`src/rtl/spike_log_pkg.sv`:
```
// spike_log_pkg
//   Shared constants and event record for the spike event logger.
//   - *_DEF      : default parameter values for the logger top
//   - STATE_W    : width of the neuron membrane state field
//   - spike_evt_t: {ts_or_isi, state} record for the default widths
package spike_log_pkg;

  localparam int TS_W_DEF       = 8;
  localparam int DEPTH_DEF      = 8;
  localparam int WIN_CYCLES_DEF = 256;
  localparam int RATE_W_DEF     = 8;
  localparam int STATE_W        = 8;

  typedef struct packed {
    logic [TS_W_DEF-1:0] ts_or_isi;
    logic [STATE_W-1:0]  state;
  } spike_evt_t;

endpackage

```
`src/rtl/spike_evt_fifo.sv`:
```
// spike_evt_fifo
//   Synchronous FIFO for captured spike events.
//   Ports:
//     clk, rst_n  : clock, async active-low reset
//     push, din   : write request and data (accepted when not full, or
//                   when full and a pop happens in the same cycle)
//     pop         : read request (ignored when empty)
//     dout        : head entry, driven straight from storage flops
//     full, empty : occupancy flags
//     count       : registered occupancy
module spike_evt_fifo #(
  parameter int W     = 16,
  parameter int DEPTH = 8
) (
  input  logic                     clk,
  input  logic                     rst_n,
  input  logic                     push,
  input  logic [W-1:0]             din,
  input  logic                     pop,
  output logic [W-1:0]             dout,
  output logic                     full,
  output logic                     empty,
  output logic [$clog2(DEPTH):0]   count
);

  localparam int AW = $clog2(DEPTH);

  logic [W-1:0]  mem [DEPTH];
  logic [AW-1:0] wr_ptr;
  logic [AW-1:0] rd_ptr;
  logic [AW:0]   count_q;
  logic          do_push;
  logic          do_pop;

  assign full    = (count_q == (AW+1)'(DEPTH));
  assign empty   = (count_q == '0);
  assign do_pop  = pop && !empty;
  // When full, the slot being written is the one being popped this cycle.
  assign do_push = push && (!full || do_pop);

  always_ff @(posedge clk or negedge rst_n) begin
    if (!rst_n) begin
      for (int i = 0; i < DEPTH; i++) mem[i] <= '0;
      wr_ptr  <= '0;
      rd_ptr  <= '0;
      count_q <= '0;
    end else begin
      if (do_push) begin
        mem[wr_ptr] <= din;
        wr_ptr      <= wr_ptr + 1'b1;
      end
      if (do_pop) rd_ptr <= rd_ptr + 1'b1;
      if (do_push && !do_pop)      count_q <= count_q + 1'b1;
      else if (do_pop && !do_push) count_q <= count_q - 1'b1;
    end
  end

  assign dout  = mem[rd_ptr];
  assign count = count_q;

endmodule

```
`src/rtl/spike_event_logger.sv`:
```
// spike_event_logger
//   Tags each sampled neuron spike with a timestamp (or inter-spike
//   interval) and the membrane state, buffers it in a FIFO drained over a
//   valid/ready port, and reports a per-window spike rate.
//   Build option: define SPIKE_LOG_ISI_EN to carry the inter-spike interval
//   instead of the absolute timestamp in the ts_or_isi field.
//   Ports:
//     clk, rst_n            : clock, async active-low reset
//     en                    : capture enable (low freezes counters/pushes)
//     spike, state          : neuron spike and membrane state
//     evt_valid/ready/data  : FIFO head, {ts_or_isi, state}
//     fifo_count            : registered occupancy
//     overflow, ovf_clr     : sticky drop flag and its clear
//     rate, rate_valid      : last window spike count and update pulse
module spike_event_logger
  import spike_log_pkg::*;
#(
  parameter int TS_W       = TS_W_DEF,
  parameter int DEPTH      = DEPTH_DEF,
  parameter int WIN_CYCLES = WIN_CYCLES_DEF,
  parameter int RATE_W     = RATE_W_DEF
) (
  input  logic                      clk,
  input  logic                      rst_n,
  input  logic                      en,
  input  logic                      spike,
  input  logic [STATE_W-1:0]        state,
  output logic                      evt_valid,
  input  logic                      evt_ready,
  output logic [TS_W+STATE_W-1:0]   evt_data,
  output logic [$clog2(DEPTH):0]    fifo_count,
  output logic                      overflow,
  input  logic                      ovf_clr,
  output logic [RATE_W-1:0]         rate,
  output logic                      rate_valid
);

  localparam int WIN_W = $clog2(WIN_CYCLES);

  logic             capture;
  logic             pop;
  logic             full;
  logic             empty;
  logic             drop;
  logic [TS_W-1:0]  ts_field;

  assign capture = en && spike;
  assign pop     = evt_valid && evt_ready;
  assign drop    = capture && full && !pop;

`ifdef SPIKE_LOG_ISI_EN
  // Holds enabled cycles since the last captured spike; starts saturated so
  // the first spike after reset reports the maximum interval.
  logic [TS_W-1:0] isi_q;

  always_ff @(posedge clk or negedge rst_n) begin
    if (!rst_n) begin
      isi_q <= '1;
    end else if (en) begin
      if (spike)              isi_q <= TS_W'(1);
      else if (isi_q != '1)   isi_q <= isi_q + 1'b1;
    end
  end

  assign ts_field = isi_q;
`else
  logic [TS_W-1:0] ts_q;

  always_ff @(posedge clk or negedge rst_n) begin
    if (!rst_n)  ts_q <= '0;
    else if (en) ts_q <= ts_q + 1'b1;
  end

  assign ts_field = ts_q;
`endif

  spike_evt_fifo #(
    .W     (TS_W + STATE_W),
    .DEPTH (DEPTH)
  ) u_fifo (
    .clk   (clk),
    .rst_n (rst_n),
    .push  (capture),
    .din   ({ts_field, state}),
    .pop   (pop),
    .dout  (evt_data),
    .full  (full),
    .empty (empty),
    .count (fifo_count)
  );

  assign evt_valid = !empty;

  // A drop in the same cycle as a clear leaves the flag set.
  always_ff @(posedge clk or negedge rst_n) begin
    if (!rst_n)       overflow <= 1'b0;
    else if (drop)    overflow <= 1'b1;
    else if (ovf_clr) overflow <= 1'b0;
  end

  logic [WIN_W-1:0]  win_q;
  logic [RATE_W-1:0] spk_q;
  logic [RATE_W-1:0] spk_next;
  logic              win_last;

  assign win_last = (win_q == WIN_W'(WIN_CYCLES - 1));
  assign spk_next = (spike && (spk_q != '1)) ? spk_q + 1'b1 : spk_q;

  always_ff @(posedge clk or negedge rst_n) begin
    if (!rst_n) begin
      win_q      <= '0;
      spk_q      <= '0;
      rate       <= '0;
      rate_valid <= 1'b0;
    end else begin
      rate_valid <= 1'b0;
      if (en) begin
        if (win_last) begin
          win_q      <= '0;
          spk_q      <= '0;
          rate       <= spk_next;
          rate_valid <= 1'b1;
        end else begin
          win_q <= win_q + 1'b1;
          spk_q <= spk_next;
        end
      end
    end
  end

endmodule
```
`config.mk`:
```
export PLATFORM = sky130hd
export DESIGN_NAME = spike_event_logger
export DESIGN_NICKNAME = d
export VERILOG_FILES = /design/src/rtl/spike_log_pkg.sv /design/src/rtl/spike_evt_fifo.sv /design/src/rtl/spike_event_logger.sv
export SDC_FILE = /design/constraint.sdc
export NUM_CORES = 1
export LEC_CHECK = 0
export BUFFER_PORTS_ARGS = -buffer_cell sky130_fd_sc_hd__buf_2
export CORE_MARGIN = 4
export CORE_UTILIZATION = 35
export CTS_CLUSTER_SIZE = 24
export DETAILED_ROUTE_END_ITERATION = 8
export SLEW_MARGIN = 20
export SYNTH_ARGS = -nofsm -noshare
export SYNTH_HDL_FRONTEND = slang
export SYNTH_SLANG_ARGS = --single-unit
```
`constraint.sdc`:
```
create_clock -name clk -period 2.75 [get_ports clk]
set_input_delay 0.1375 -clock clk [delete_from_list [all_inputs] [get_ports clk]]
set_output_delay 0.1375 -clock clk [all_outputs]
set_load 0.1 [all_outputs]
```
==> flow_metrics.py <==
metrics = {
    "yosys": {
        "syn_area_um2": 8270,
        "avgSynthCellArea_um2": 15.0,
        "synthCells": 552,
        "synth_fp_nets": 575,
        "synth_ff_type": "dfrtp_1",
        "synth-xor-area-share": 0.0233,
        "synth_compound_area_frac": 0.0307,
        "synth_top_family_by_area": "multiplexers",
        "synthTopCellsByArea": "dfrtp_1 52%, mux2_4 11%, mux4_2 8.7%",
        "yosysTopAreaCell": "dfrtp_1",
        "synth_top_area_share": 0.520,
        "synth.distinct_cells": 50,
        "async_reset_ff_frac": 1.00,
        "synthMuxAreaShare": 0.324,
        "ys_ff_latch": 172,
        "synth-edff-count": 0,
        "ys_warn_count": 0,
        "synth-adder-area-share": 0.0145,
        "yosys.area_share.simple": 0.0505,
        "ys_seq_area_frac": 0.520,
    },
    "routing": {
        "vias": 4634,
        "met3WireLength_um": 506,
        "first_pass_iters": 4,
        "ant_nets": 0,
        "wl_met2_um": 8230,
        "routed.top_layer": "met4",
        "met1_length_um": 8010,
        "avgRoutedWirePerCell_um": 18.4,
        "routed_wl_um": 16900,
        "avgViaCountPerCell": 5.05,
        "drt-initial-drc-count": 237,
        "drcViolationCount": 0,
    },
    "setup_path": {
        "required_ps": 3040,
        "cpMaxStageDelayCell": "dfrtp_4",
        "endpoint": "u_fifo.count[3]$_DFFE_PN0P_",
        "reg2reg_from": "u_fifo.count[2]$_DFFE_PN0P_",
        "cp-start-kind": "flip-flop",
        "crit_type": "flip-flop to flip-flop",
        "r2r-end": "u_fifo.count[3]$_DFFE_PN0P_",
        "startpoint": "u_fifo.count[2]$_DFFE_PN0P_",
        "crit_chain": "nor3_4 -> or2b_4 -> nand2_4 -> ha_2 -> inv_2 -> ha_1 -> a21o_1 -> a2111oi_4 -> o31ai_1",
        "r2r_cells": 9,
        "crit_fanout": 5,
        "cp-end-kind": "flip-flop",
        "reg2reg_slack_ps": 170,
        "slowest_delay_ps": 510,
        "arrival_ps": 2870,
    },
    "clock_tree": {
        "cts_max_level": 4,
        "clockBufferDepth": 2,
        "tritoncts": "built",
        "postCtsSetupBuffers": 0,
        "cts_root_buf": "clkbuf_16",
        "cts_inserted_buffers": 17,
        "clock_latency_ps": 420,
        "numClockSinks": 172,
        "clkTransAtPathRegs_ps": 60,
    },
    "floorplan": {
        "die_w_um": 162,
        "fp.dieArea_um2": 26200,
        "rows": 55,
        "die_h_um": 162,
        "start_util": 0.361,
        "ios": 45,
        "core_um2": 22900,
    },
    "global_routing": {
        "grt-ovfl-total": 0,
        "grt_pass1_wl_um": 28000,
        "grt_pass1_vias": 5063,
        "antenna_found_initial": 0,
        "track_usage": 0.135,
        "grt_max_degree": 64,
    },
    "timing": {
        "finalSetupTns_ps": 0,
        "max_freq_mhz": 387,
        "maxSlewViolCount": 0,
        "rsz0062_at_grt": "false",
        "fin_crit_ps": 2580,
        "hold_violations": 0,
        "hold_ws_ps": 27.9,
        "fin_crit_sh": 0.939,
        "fin_worst_skew_ps": 7.13,
        "worst_slew_pin_slew_ps": 615,
        "setup_violations": 0,
        "slew_headroom": 0.590,
        "setup_slack_ps": 168,
    },
    "place": {
        "port-buffer-count": 44,
        "gp_congestion": 0.830,
        "preCtsSetupSlack_ps": 164,
        "dp_hpwl_um": 10400,
        "place_inst": 883,
    },
    "layout": {
        "final_cells": 917,
        "multiInputGateArea_um2": 3710,
        "antenna_cells": 0,
        "syn_to_final_growth_pct": 14.9,
        "seq_area_um2": 4320,
        "fillers": 2075,
        "layout.nets": 614,
        "drive_above_1_share": 0.424,
    },
    "power_and_ir_drop": {
        "p_leak_nw": 4.23,
        "power_mw": 12.6,
        "power.density_nw_per_um2": 1330,
        "vdd_drop_max_mv": 1.42,
    },
    "run_status": {
        "status": "finished clean",
    },
    "hold_path": {
        "hold_class": "input pin to flip-flop",
    },
    "flow_run": {
        "max_cap_violations": 0,
    },
}
==> layout by cell type (no fill, tap or decap), types with 4 or more instances in the layout <==
master	n
a21oi_1	6
nor3_1	4
mux2_2	58
o21ai_0	13
xnor2_1	15
nor2_1	14
mux2_4	60
bufinv_16	5
buf_2	43
dfrtp_1	167
mux2_1	34
xor2_1	7
nand4_1	9
buf_4	13
nand2_1	20
nand3_1	7
clkbuf_16	17
inv_1	5
ha_1	7
mux4_2	32
==> worst min-delay path by stage <==
stage	startpoint	to	depth (start not counted)
2_1_floorplan	rst_n	overflow$_DFFE_PN0P_	0
3_3_place_gp	rst_n	u_fifo.mem[114]$_DFFE_PN0P_	1
3_5_place_dp	rst_n	u_fifo.mem[114]$_DFFE_PN0P_	1
4_1_cts	evt_ready	u_fifo.rd_ptr[0]$_DFFE_PN0P_	3
5_1_grt	evt_ready	u_fifo.rd_ptr[0]$_DFFE_PN0P_	3
6_report	evt_ready	u_fifo.rd_ptr[0]$_DFFE_PN0P_	3
==> layer usage <==
metal  global-route usage  up-vias
met3               0.0284       10
met1                0.187     2450
met5                    0        -
met2                0.217       74
li1                     -     2100
met4               0.0346        0
==> stage by stage <==
step,cell area (µm²),utilization
2_1_floorplan,8310,-
3_3_place_gp,8820,0.385
3_5_place_dp,8820,0.385
4_1_cts,9490,0.414
5_1_grt,9500,0.415
6_report,9500,0.415
==> Yosys cell counts, types with 2 or more instances <==
| cell type | instances |
|---|---|
| buf_2 | 5 |
| mux2_4 | 60 |
| buf_4 | 2 |
| or3_1 | 2 |
| buf_6 | 10 |
| a21oi_1 | 7 |
| a22o_1 | 3 |
| mux4_2 | 32 |
| xor2_1 | 7 |
| nand3_1 | 7 |
| buf_1 | 3 |
| dfrtp_1 | 172 |
| o21ai_1 | 2 |
| buf_8 | 3 |
| mux2_1 | 34 |
| mux2_2 | 58 |
| nand4_1 | 9 |
| nor3_1 | 4 |
| ha_1 | 8 |
| nand2_1 | 21 |
| xnor2_1 | 15 |
| mux2i_1 | 2 |
| o21ai_0 | 13 |
| and4_1 | 3 |
| a41oi_1 | 2 |
| nor2_1 | 14 |
| and4b_1 | 3 |
| a21o_1 | 3 |
| a2111oi_0 | 2 |
| clkbuf_1 | 19 |
| inv_1 | 6 |
| and3_1 | 3 |
==> cell families after synthesis <==
kind of cell,count (synthesis)
AND/OR/NAND/NOR,75
AO/OA/AOI/OAI,39
multiplexers,186
XOR/XNOR,22
flip-flops,172
buffers and inverters,49
adder cells (fa/ha/maj),9
==> state kept, by name, summed over array words and instances, names as in the netlist <==
signal	flops
spk_q	8
u_fifo.wr_ptr	3
u_fifo.count	4
u_fifo.mem	128
rate_valid	1
rate	8
win_q	8
overflow	1
u_fifo.rd_ptr	3
ts_field	8
==> report_power, final <==
part           leakage, nW  internal, mW  switching, mW
Clock                0.313          1.66          0.967
Combinational         1.74          2.28           3.32
Sequential            2.18          3.54          0.852
Total                 4.23          7.47           5.14
==> critical path: cells and delay by family (launching register included) <==
kind                     cells  cell delay, ps
adder cells (fa/ha/maj)      2             520
AO/OA/AOI/OAI                3             730
buffers and inverters        1              90
AND/OR/NAND/NOR              3             610
flip-flops                   1             510
==> timing repair <==
item	4_1_cts	5_1_grt
hold endpoints to repair	62	0
hold buffers	2	0
setup endpoints to repair	0	1
resized for setup	0	3
==> area by class of cell <==
class	instances	share of cell area
sequential	172	0.454
clock inverter	11	0.0199
timing repair buffer	62	0.0425
multi-input combinational	331	0.391
clock buffer	21	0.0485
tap	313	0.0412
inverter	7	0.00276
(Power assumes the default switching activity.)
